### src/rtl/led_morse_player.sv
// led_morse_player: plays accepted ASCII characters on the LED as Morse code.
// All marks and gaps are whole multiples of one prescaled time unit.
module led_morse_player #(
    parameter int UNIT_CYCLES = 1600000
) (
    input  logic       CLK,
    input  logic       RST_N,
    input  logic       CHAR_VALID,
    input  logic [7:0] CHAR_DATA,
    output logic       CHAR_READY,
    output logic       LED,
    output logic       BUSY,
    output logic       BAD_CHAR
);

    localparam int UW = $clog2(UNIT_CYCLES);
    localparam logic [UW-1:0] U_LAST = UW'(UNIT_CYCLES - 1);

    typedef enum logic [1:0] {IDLE, MARK, SPACE, GAP} state_t;

    state_t        state;
    logic [UW-1:0] ucnt;
    logic [2:0]    pcnt;
    logic [2:0]    plen;
    logic [2:0]    elem;
    logic [4:0]    pat;

    logic          tick;
    logic          phase_end;
    logic [7:0]    up;
    logic [2:0]    dec_n;
    logic [4:0]    dec_pat;
    logic          is_mark;
    logic          is_space;

    assign tick       = (ucnt == U_LAST);
    assign phase_end  = tick && (pcnt == plen - 3'd1);
    assign CHAR_READY = (state == IDLE);
    assign is_mark    = (dec_n != 3'd0);
    assign is_space   = (CHAR_DATA == 8'h20);

    // Case-fold and look up element count plus pattern (first element at bit 4, 1 = dash)
    always_comb begin
        up = CHAR_DATA;
        if (CHAR_DATA >= 8'h61 && CHAR_DATA <= 8'h7a)
            up = CHAR_DATA - 8'h20;
        dec_n   = 3'd0;
        dec_pat = 5'b00000;
        case (up)
            8'h41: {dec_n, dec_pat} = {3'd2, 5'b01000};
            8'h42: {dec_n, dec_pat} = {3'd4, 5'b10000};
            8'h43: {dec_n, dec_pat} = {3'd4, 5'b10100};
            8'h44: {dec_n, dec_pat} = {3'd3, 5'b10000};
            8'h45: {dec_n, dec_pat} = {3'd1, 5'b00000};
            8'h46: {dec_n, dec_pat} = {3'd4, 5'b00100};
            8'h47: {dec_n, dec_pat} = {3'd3, 5'b11000};
            8'h48: {dec_n, dec_pat} = {3'd4, 5'b00000};
            8'h49: {dec_n, dec_pat} = {3'd2, 5'b00000};
            8'h4a: {dec_n, dec_pat} = {3'd4, 5'b01110};
            8'h4b: {dec_n, dec_pat} = {3'd3, 5'b10100};
            8'h4c: {dec_n, dec_pat} = {3'd4, 5'b01000};
            8'h4d: {dec_n, dec_pat} = {3'd2, 5'b11000};
            8'h4e: {dec_n, dec_pat} = {3'd2, 5'b10000};
            8'h4f: {dec_n, dec_pat} = {3'd3, 5'b11100};
            8'h50: {dec_n, dec_pat} = {3'd4, 5'b01100};
            8'h51: {dec_n, dec_pat} = {3'd4, 5'b11010};
            8'h52: {dec_n, dec_pat} = {3'd3, 5'b01000};
            8'h53: {dec_n, dec_pat} = {3'd3, 5'b00000};
            8'h54: {dec_n, dec_pat} = {3'd1, 5'b10000};
            8'h55: {dec_n, dec_pat} = {3'd3, 5'b00100};
            8'h56: {dec_n, dec_pat} = {3'd4, 5'b00010};
            8'h57: {dec_n, dec_pat} = {3'd3, 5'b01100};
            8'h58: {dec_n, dec_pat} = {3'd4, 5'b10010};
            8'h59: {dec_n, dec_pat} = {3'd4, 5'b10110};
            8'h5a: {dec_n, dec_pat} = {3'd4, 5'b11000};
            8'h30: {dec_n, dec_pat} = {3'd5, 5'b11111};
            8'h31: {dec_n, dec_pat} = {3'd5, 5'b01111};
            8'h32: {dec_n, dec_pat} = {3'd5, 5'b00111};
            8'h33: {dec_n, dec_pat} = {3'd5, 5'b00011};
            8'h34: {dec_n, dec_pat} = {3'd5, 5'b00001};
            8'h35: {dec_n, dec_pat} = {3'd5, 5'b00000};
            8'h36: {dec_n, dec_pat} = {3'd5, 5'b10000};
            8'h37: {dec_n, dec_pat} = {3'd5, 5'b11000};
            8'h38: {dec_n, dec_pat} = {3'd5, 5'b11100};
            8'h39: {dec_n, dec_pat} = {3'd5, 5'b11110};
            default: ;
        endcase
    end

    // Player FSM with unit prescaler, per-phase unit count and registered outputs
    always_ff @(posedge CLK or negedge RST_N) begin
        if (!RST_N) begin
            state    <= IDLE;
            ucnt     <= '0;
            pcnt     <= 3'd0;
            plen     <= 3'd0;
            elem     <= 3'd0;
            pat      <= 5'b00000;
            LED      <= 1'b0;
            BUSY     <= 1'b0;
            BAD_CHAR <= 1'b0;
        end else begin
            BAD_CHAR <= 1'b0;
            if (state == IDLE) begin
                ucnt <= '0;
                pcnt <= 3'd0;
            end else begin
                ucnt <= tick ? '0 : ucnt + UW'(1);
                if (tick)
                    pcnt <= phase_end ? 3'd0 : pcnt + 3'd1;
            end
            case (state)
                IDLE: begin
                    LED  <= 1'b0;
                    BUSY <= 1'b0;
                    if (CHAR_VALID) begin
                        unique case (1'b1)
                            is_mark: begin
                                state <= MARK;
                                LED   <= 1'b1;
                                BUSY  <= 1'b1;
                                elem  <= dec_n;
                                pat   <= dec_pat;
                                plen  <= dec_pat[4] ? 3'd3 : 3'd1;
                            end
                            is_space: begin
                                state <= GAP;
                                BUSY  <= 1'b1;
                                plen  <= 3'd7;
                            end
                            default: BAD_CHAR <= 1'b1;
                        endcase
                    end
                end
                MARK: begin
                    if (phase_end) begin
                        LED  <= 1'b0;
                        elem <= elem - 3'd1;
                        if (elem == 3'd1) begin
                            state <= GAP;
                            plen  <= 3'd3;
                        end else begin
                            state <= SPACE;
                            plen  <= 3'd1;
                            pat   <= {pat[3:0], 1'b0};
                        end
                    end
                end
                SPACE: begin
                    if (phase_end) begin
                        state <= MARK;
                        LED   <= 1'b1;
                        plen  <= pat[4] ? 3'd3 : 3'd1;
                    end
                end
                GAP: begin
                    if (phase_end) begin
                        state <= IDLE;
                        BUSY  <= 1'b0;
                    end
                end
                default: state <= IDLE;
            endcase
        end
    end

endmodule

### config.mk
export PLATFORM = sky130hd
export DESIGN_NAME = led_morse_player
export DESIGN_NICKNAME = d
export VERILOG_FILES = /design/src/rtl/led_morse_player.sv
export SDC_FILE = /design/constraint.sdc
export NUM_CORES = 1
export LEC_CHECK = 0
export ABC_AREA = 1
export CELL_PAD_IN_SITES_DETAIL_PLACEMENT = 0
export CELL_PAD_IN_SITES_GLOBAL_PLACEMENT = 1
export CORE_ASPECT_RATIO = 1.5
export CORE_MARGIN = 10
export CORE_UTILIZATION = 25
export CTS_CLUSTER_SIZE = 14
export DETAILED_ROUTE_END_ITERATION = 8
export GPL_TIMING_DRIVEN = 0
export PLACE_DENSITY = 0.49
export SLEW_MARGIN = 30
export SYNTH_ARGS = -nofsm -noshare
export SYNTH_HDL_FRONTEND = slang
export SYNTH_SLANG_ARGS = --single-unit
### constraint.sdc
create_clock -name CLK -period 3 [get_ports CLK]
set_input_delay 0.3 -clock CLK [delete_from_list [all_inputs] [get_ports CLK]]
set_output_delay 0.3 -clock CLK [all_outputs]
set_load 0.01 [all_outputs]
==> results.md, run 1 <==
* Die Y at 154 um
* DP Area at 3330 sq um
* Required @ worst endpoint at 3170 ps
* Min cycle time layout at 2690 ps
* Largest area contributor in the netlist: dfrtp_1
* Placed Instances at 602
* Compound-Gate Fraction of Synth Area at 12.7%
* Initial Util at 25.3%
* Post-route antenna net violation count at 0
* RSZ-0062 raised after global routing: false
* Most frequent cell after synthesis: nand2_1
* Post-synth top flop: dfrtp_1
* Final nets at 479
* CTS tree: yes
* Worst-path clk slew at 60 ps
* Simple-gate area share of the yosys netlist at 39.1%
* CTS buffer count at 5
* PD cells at 582 nW/um^2
* Fraction of registers with async set or reset after synthesis at 100%
* Adder-cell share of the synthesized area at 5.00%
* Sequential element share of the synthesized area at 33.3%
* Vias in the first global route at 2,975
* Critical Path End Type: flop
* Die Wd at 110 um
* HP Class: in2async
* Total die area at 16,900 sq um
* Clock power share at 26.9%
* Ant diodes at 0
* H-tree levels at 2
* Worst IR Drop VDD at 0.196 mV
* Slowest CP cell: clkdlybuf4s50_1
* Synth top cells by count: nand2_1, inv_1, nor2_1
* Final setup fails at 0
* All-Layer GR Usage at 10.7%
* Row count at 49
* Seq. cell area at 1000 sq um
* Final count of hold timing violations at 0
* Final Power at 0.00203 W
* Dpl ws at -6.24 ps
* Pin count of the biggest net entering global routing at 41
* Syn nets at 458
* Via Count at 2,778
* Combinational family with the most area after synthesis: simple AND/OR/NAND/NOR gates
* Final worst-path setup slack at 306 ps
* Clk_lat worst skew at 280 ps
* TritonRoute pass-1 iters at 4
* Clk buf depth at 2
* Area of the multi-input gates at 1750 sq um
* Worst path bufs/invs at 3
* DR vias/cell at 4.55
* CP max FO at 10
* Comb pwr share at 40.0%
* Seq pwr share at 33.1%
* Core Region at 11,900 sq um
* # fillers at 1,340
* Warnings, synthesis at 0
* Highest Clock Rate at 0.371 GHz
* XOR/XNOR share of the synthesized area at 0.874%
* Detailed Route WL at 8400 um
* Crit-path cells: clkdlybuf4s50_1 -> nor2_1 -> nand3_1 -> nand2_1 -> inv_1 -> a21oi_4 -> nor2_4 -> buf_6 -> nand3_2 -> nand2_1 -> nor2_2 -> nand3_2 -> nor2_4 -> nand3_2 -> nand4_1 -> nand2_1
* First-pass GRT wire length at 14,500 um
* Clock skew at 2.85 ps
* Average wire per standard cell at 13.8 um
* Placed wire-length estimate at 6820 um
* Main area contributors after synthesis: dfrtp_1, nand2_1, inv_1
* # Post-CTS Setup Buffers at 0
* TritonCTS Sinks at 40
* Int Pwr at 0.00123 W
* Crit path launch type: primary input
* Layout cell share with drive strength beyond 1 at 9.85%
* Remaining Overflow, GRT at 0
* Relative slew slack at 61.6%
* Outcome: completed
* Max-cap viol count at 0
* Mapped cell area at 3010 sq um
* Worst Path Arrival at 2870 ps
* Antenna violations before repair at 0
* Area share of the largest cell type after synthesis at 33.3%
* PortBufs at 14
* Finished layout cell area at 3490 sq um
* Part of the cycle the worst path needs at 89.8%
* DRC at 0
* Sw Share at 39.6%
* Layout Area Growth over Synthesis at 16.2%
* WS Path Type: in2reg
* Slew Limit Fails at 0
* Layout Cells excl Fill at 610
* IO Pins at 15
* Final Wtd Congestion at 0.783
* Root buffer cell: clkbuf_16
* Worst-margin pin slew at 571 ps
* Synth cell types at 40
* Seq cells post-synth at 40
* NetSw at 0.000804 W
* Cell count after synthesis at 435
* CP max stage delay at 540 ps
* Mean post-synth cell area at 6.91 sq um
* Initial DRC Count at 82
* Mux cell area share after synthesis at 0.333%
* EDFF count, synth at 0
* Top Family by Delay on Critical Path: simple AND/OR/NAND/NOR gates
* P_leak at 1.61 nW
## per-stage QoR
stage                     hold WS (ps)  utilization (%)  setup TNS, ps
after floorplan                   4.41                -              0
final                            0.108             29.3              0
after global placement             453             28.1          -1.33
after CTS                         21.8             29.3              0
after global routing              47.2             29.3              0
after detailed placement           331             28.0          -6.24
## cell type report
class	instances	area share (%)
Timing Repair Buffer	14	3.94
Sequential cell	40	28.7
Multi-Input combinational cell	328	50.2
Buffer	6	0.860
Tap cell	153	5.48
Inverter	61	6.56
Clock inverter	2	0.287
Clock buffer	6	3.98
## final timing paths
path	start	cells after the start	slack [ps]	endpoint
setup / recovery	CHAR_DATA[4]	16	310	state[1]
hold / removal	RST_N	1	0.1	LED
setup reg to reg	ucnt[0]	18	460	ucnt[18]
hold reg to reg	ucnt[0]	1	470	ucnt[0]
max in group asynchronous	RST_N	1	2630	ucnt[11]
min in group CLK	ucnt[0]	1	470	ucnt[0]
## what timing repair did
action | CTS | global route
hold endpoints to repair | 0 | 0
resized for setup | 0 | 2
endpoints found under the setup margin | 0 | 2
hold buffers | 0 | 0
## logic make-up (layout without fill, tap and decap cells)
family,after synthesis,after routing
simple gates,248,248
buf+inv,67,89
compound gates,64,64
flops,40,40
fa+ha+maj,12,12
xor+xnor,3,3
mux,1,1
## flip-flops by register name (all words and copies together), names as in the netlist
register	cells
BUSY	1
elem	3
ucnt	21
plen	3
state	2
LED	1
pcnt	3
pat	5
BAD_CHAR	1
## placed cells by master, fill, tap and decap left out, drive strengths merged, types with 11 or more instances in the layout
cell type,n
nand2,102
nor3,13
nand4,11
clkdlybuf4s50,13
inv,61
o21ai,28
nor2,67
dfrtp,40
nand3,43
a21oi,20
ha,12
## layer usage
layer	routed length [um]	vias to the layer above	GRT usage, %
met3	152	19	1.21
met2	4580	39	20.1
met4	290	0	5.35
met1	3380	1253	11.0
li1	-	1467	-
met5	0	-	0
## power groups by stage
stage / logic [W] / clock network [W] / registers [W]
3_5_place_dp: 0.000834 / 0 / 0.000681
4_1_cts: 0.000836 / 0.000574 / 0.000673
3_3_place_gp: 0.000835 / 0 / 0.000680
5_1_grt: 0.000945 / 0.000595 / 0.000687
2_1_floorplan: 0.000575 / 0 / 0.000678
6_report: 0.000812 / 0.000547 / 0.000673
(Power assumes the default switching activity.)
==> run 2, diff against run 1 <==
--- a/config.mk
+++ b/config.mk
@@ -14,7 +14,7 @@
 export CTS_CLUSTER_SIZE = 14
 export DETAILED_ROUTE_END_ITERATION = 8
 export GPL_TIMING_DRIVEN = 0
-export PLACE_DENSITY = 0.49
+export PLACE_DENSITY = 0.51
 export SLEW_MARGIN = 30
 export SYNTH_ARGS = -nofsm -noshare
 export SYNTH_HDL_FRONTEND = slang
==> constraint.sdc (replaced) <==
create_clock -name CLK -period 2.3 [get_ports CLK]
set_input_delay 0.23 -clock CLK [delete_from_list [all_inputs] [get_ports CLK]]
set_output_delay 0.23 -clock CLK [all_outputs]
set_load 0.01 [all_outputs]
==> run 2 against run 1 <==
  * The run now ends with negative setup slack left
  * Register-to-register slack got worse by 460 ps
  * Via count increased by 7.0%
  * Critical path depth decreased by 2
  * Cell area increased by 12%
  * Count of clock-buffer cells in the layout increased by 1
  * Clock power increased by 34%
  * Die area unchanged
  * Sequential share of layout area decreased by 3.1 points
  * Utilization increased by 3.6 points
  * Power increased by 41%
  * First-iteration DRC count increased by 16%
  * Critical path type is now reg2reg
==> results.md, run 2 (synthesis gave the netlist of run 1 again) <==
* Clk_lat worst skew at 280 ps
* HP Class: in2async
* Clock skew at 3.13 ps
* Worst Path Arrival at 2510 ps
* Root buffer cell: clkbuf_16
* Remaining Overflow, GRT at 0
* RSZ-0062 raised after global routing: true
* Final setup fails at 1
* Via Count at 2,972
* Worst path bufs/invs at 1
* Required @ worst endpoint at 2510 ps
* Largest regs: ucnt (21), pat (5)
* CP max stage delay at 380 ps
* Final Wtd Congestion at 0.856
* Highest Clock Rate at 0.435 GHz
* FF-to-FF setup slack at -0.8 ps
* Post-route antenna net violation count at 0
* H-tree levels at 2
* Ant diodes at 0
* Critical path startpoint: ucnt[0]
* Commonest non-fill, non-tap cell in the layout: nand2_1
* CTS tree: yes
* Final count of hold timing violations at 0
* Critical Path End Type: flop
* IO Pins at 15
* First-pass GRT wire length at 14,500 um
* Biggest register: ucnt
* TritonCTS Sinks at 40
* DRC at 0
* Die Wd at 110 um
* TritonRoute pass-1 iters at 5
* WS Path Type: reg2reg
* Detailed Route WL at 9000 um
* Core Region at 11,900 sq um
* Vias in the first global route at 3,092
* Violated checks: negative setup slack
* Initial DRC Count at 95
* Clk buf depth at 2
* Total die area at 16,900 sq um
* Antenna violations before repair at 0
* All-Layer GR Usage at 10.8%
* P_leak at 1.83 nW
* Reg2reg start: ucnt[0]
* Pin count of the biggest net entering global routing at 41
* Cell mode on critical path: nand2_1
* Relative slew slack at 62.9%
* CP max FO at 3
* Setup TNS at -0.783 ps
* Top Family by Delay on Critical Path: simple AND/OR/NAND/NOR gates
* Slowest CP cell: dfrtp_1
* Placed wire-length estimate at 6850 um
* DP Area at 3330 sq um
* # fillers at 1,335
* Worst IR Drop VDD at 0.264 mV
* Seq. cell area at 1000 sq um
* PD cells at 734 nW/um^2
* Crit path launch type: flop
* Worst Setup EP: ucnt[19]
* CTS buffer count at 5
* Worst-margin pin slew at 556 ps
* Reg2reg end: ucnt[19]
* Initial Util at 25.3%
* Crit. path cell count at 14
* Part of the cycle the worst path needs at 100%
* Min cycle time layout at 2300 ps
* Crit-path cells: nand3_1 -> nor2_2 -> nand2_1 -> nor2_4 -> inv_1 -> nor3_4 -> nand4_1 -> nor3_2 -> nand2_1 -> nor3_2 -> nand2_1 -> nor2_2 -> nand2_1 -> a21oi_1
* Layout cell share with drive strength beyond 1 at 24.1%
* Layout Cells excl Fill at 638
* Register-to-Register Path Depth at 14
* Final nets at 508
* Row count at 49
* Number of flip-flops in the largest register at 21
* Finished layout cell area at 3910 sq um
* Outcome: finished, violations left
* Worst hold margin at 474 ps
* DR vias/cell at 4.66
* Average wire per standard cell at 14.1 um
* Final worst-path setup slack at -0.783 ps
* Placed Instances at 602
* Worst-path clk slew at 60 ps
* Die Y at 154 um
* Slew Limit Fails at 0
* Commonest non-fill, non-tap cells in the layout: nand2_1, inv_1, nor2_1
* Max-cap viol count at 0
* Layout Area Growth over Synthesis at 30.2%
* Area of the multi-input gates at 1970 sq um
* PortBufs at 14
* Core Util, Final at 32.9%
## run 2: cell count changes in the layout (fill, tap and decap cells not counted), moves of 4 or more
cell,change
inv_1,-7
clkbuf_2,+6
inv_2,+7
nand2_4,+5
nor2_1,-14
dlygate4sd2_1,+4
o21ai_0,-4
nand3_1,-5
clkdlybuf4s50_1,-8
nand2_1,-6
nor2_4,+8
buf_4,+24
nor2_2,+7
## run 2: worst min path at each step
stage	from	endpoint	slack, ps	cells past startpoint
floorplan	RST_N	BAD_CHAR	-70	0
global placement	plen[1]	plen[1]	460	2
detailed placement	RST_N	pcnt[1]	260	1
CTS	plen[1]	plen[1]	480	2
global route	plen[1]	plen[1]	510	2
finish	RST_N	pcnt[1]	470	2
## run 2: layout make-up
cell class	count	area share, %
Timing Repair Buffer	41	8.54
Buffer	6	0.831
Clock buffer	7	3.90
Inverter	61	5.85
Tap cell	153	4.89
Multi-Input combinational cell	330	50.4
Sequential cell	40	25.6
## run 2: per-layer routing
metal  vias to the layer above  routed length [um]  track usage, %  share of wire [%]
li1                       1537                   -               -                  -
met1                      1376                3260            9.81                 36
met2                        41                5240            21.7                 58
met3                        18                 166            1.54                1.8
met4                         0                 328            5.66                3.6
met5                         -                   0               0                  0
## run 2: worst reg2reg max path, stage by stage (launching register included)
cell and delay (ps):
dfrtp_1 380, nand3_1 120, nor2_2 170, nand2_1 110, nor2_4 110, inv_1 90, nor3_4 150, nand4_1 180
nor3_2 260, nand2_1 110, nor3_2 160, nand2_1 90, nor2_2 120, nand2_1 60, a21oi_1 120
## run 2: power by group
| group | internal, W | total, W | switching, W |
|---|---|---|---|
| sequential | 0.000808 | 0.000880 | 0.0000715 |
| clock | 0.000455 | 0.000734 | 0.000279 |
| combinational | 0.000477 | 0.00126 | 0.000783 |
| total | 0.00174 | 0.00287 | 0.00113 |
## run 2: what timing repair did
action	CTS	global route
pin swaps	19	29
hold buffers	1	0
endpoints found under the hold margin	40	0
endpoints found under the setup margin	35	32
gates resized for setup	50	33
buffers inserted	17	9
cloned	1	1
## run 2: metrics by stage
step	setup slack, ps	total power, W
2_1_floorplan	126	0.00163
6_report	-0.783	0.00287
4_1_cts	-122	0.00286
3_5_place_dp	-598	0.00198
5_1_grt	-198	0.00310
3_3_place_gp	-625	0.00198
==> run 3, diff against run 2 <==
--- a/config.mk
+++ b/config.mk
@@ -11,6 +11,7 @@
 export CORE_ASPECT_RATIO = 1.5
 export CORE_MARGIN = 10
 export CORE_UTILIZATION = 25
+export CTS_BUF_LIST = sky130_fd_sc_hd__clkbuf_2 sky130_fd_sc_hd__clkbuf_4 sky130_fd_sc_hd__clkbuf_8
 export CTS_CLUSTER_SIZE = 14
 export DETAILED_ROUTE_END_ITERATION = 8
 export GPL_TIMING_DRIVEN = 0
==> run 3 against run 2 <==
  * The flow still finishes with violations (negative setup slack)
  * Clock power fell by 28%
  * Sequential power hardly changed
  * Sequential cell count unchanged
  * Global-route usage increased by 0.12 points
==> results.md, run 3 (synthesis gave the netlist of run 1 again) <==
* Violated checks: negative setup slack
* All-Layer GR Usage at 11.0%
* CTS tree: yes
* Post-route antenna net violation count at 0
* Initial DRC Count at 83
* Worst Path Arrival at 2630 ps
* Final Wtd Congestion at 0.856
* Worst-margin pin slew at 569 ps
* Highest Clock Rate at 0.417 GHz
* Placed Instances at 602
* Largest regs: ucnt (21), pat (5)
* Clk_lat worst skew at 300 ps
* H-tree levels at 2
* Detailed Route WL at 9170 um
* IO Pins at 15
* First-pass GRT wire length at 14,800 um
* Commonest non-fill, non-tap cell in the layout: nand2_1
* Pin count of the biggest net entering global routing at 41
* Total die area at 16,900 sq um
* Die Wd at 110 um
* Vias in the first global route at 3,156
* WS Path Type: reg2reg
* Worst-path clk slew at 80 ps
* Placed wire-length estimate at 6850 um
* Critical Path End Type: flop
* Row count at 49
* Min cycle time layout at 2400 ps
* Commonest non-fill, non-tap cells in the layout: nand2_1, inv_1, nor2_1
* DR vias/cell at 4.63
* CTS buffer count at 5
* Root buffer cell: clkbuf_8
* Slew Limit Fails at 0
* Part of the cycle the worst path needs at 104%
* Core Region at 11,900 sq um
* HP Class: in2async
* Layout cell share with drive strength beyond 1 at 26.4%
* Worst IR Drop VDD at 0.227 mV
* Required @ worst endpoint at 2530 ps
* Initial Util at 25.3%
* Final setup fails at 3
* Clock skew at 3.06 ps
* # fillers at 1,324
* P_leak at 1.86 nW
* TritonCTS Sinks at 40
* Clk buf depth at 2
* TritonRoute pass-1 iters at 4
* Ant diodes at 0
* Final count of hold timing violations at 0
* Final nets at 519
* CP max FO at 3
* Layout Cells excl Fill at 649
* Crit path launch type: flop
* PortBufs at 14
* Layout Area Growth over Synthesis at 32.6%
* PD cells at 679 nW/um^2
* Final worst-path setup slack at -96.3 ps
* DRC at 0
* Die Y at 154 um
* Average wire per standard cell at 14.1 um
* Number of flip-flops in the largest register at 21
* Biggest register: ucnt
* RSZ-0062 raised after global routing: true
* Via Count at 3,003
* Max-cap viol count at 0
* Remaining Overflow, GRT at 0
* Antenna violations before repair at 0
* Worst hold margin at 454 ps
* Dpl ws at -598 ps
* Outcome: finished, violations left
* Relative slew slack at 61.6%
run 3: cell count changes in the layout (fill, tap and decap cells not counted), moves of 2 or more:
cell / previous run / this run
clkbuf_16: 5 / 0
nor2_2: 11 / 9
nand2_1: 88 / 85
clkbuf_8: 2 / 7
buf_4: 25 / 35
nand2_2: 9 / 13
run 3: report_power, final:
part	leakage [nW]	internal, W	switching (W)
Sequential	0.542	0.000806	0.0000750
Clock	0.0503	0.000268	0.000258
Combinational	1.27	0.000499	0.000798
Total	1.86	0.00157	0.00113
run 3: layout make-up:
cell class                      instances  area (sq um)  area share (%)
Sequential cell                        40          1000            25.1
Inverter                               61           229            5.75
Multi-Input combinational cell        330          2010            50.3
Timing Repair Buffer                   52           428            10.7
Buffer                                  6          32.5           0.817
Tap cell                              153           191            4.81
Clock buffer                            7          96.3            2.42
run 3: critical path: stages, from the launching register on:
cell,delay [ps]
dfrtp_1,380
buf_4,130
nand3_4,80
nor2_4,130
nand2_2,70
nor2_4,130
inv_2,60
nor3_4,180
nand4_1,170
nor3_2,270
nand2_1,120
nor3_2,170
nand2_1,90
nor2_2,130
nand2_1,70
a21oi_2,130
run 3: routing by layer:
metal	wire, um	global-route usage (%)	vias up
met5	0	0	-
met4	357	5.85	0
met3	148	1.54	20
met2	5370	21.8	36
met1	3300	10.0	1397
li1	-	-	1550
run 3: final timing paths:
check	end	cells past startpoint	from	slack [ps]
hold / removal	pcnt[0]	2	RST_N	450
setup reg to reg	ucnt[19]	15	ucnt[1]	-100
setup / recovery	ucnt[19]	15	ucnt[1]	-100
max in group asynchronous	elem[1]	2	RST_N	1460
min in group CLK	plen[1]	2	plen[1]	480
hold reg to reg	plen[1]	2	plen[1]	480
run 3: stage by stage:
stage | util [%] | instance area, sq um | TNS, ps | power [W]
final | 33.5 | 3980 | -141 | 0.00270
after global routing | 33.5 | 3980 | -2740 | 0.00294
after CTS | 31.9 | 3790 | -827 | 0.00265
after detailed placement | 28.0 | 3330 | -10040 | 0.00198
after global placement | 28.1 | 3340 | -18830 | 0.00198
after floorplan | - | 3010 | 0 | 0.00163
run 3: repair_timing:
action,4_1_cts,5_1_grt
cloned,1,1
setup endpoints to repair,35,32
hold buffers,1,0
pin swaps,18,31
resized for setup,48,40
hold endpoints to repair,40,0
buffers inserted,28,13
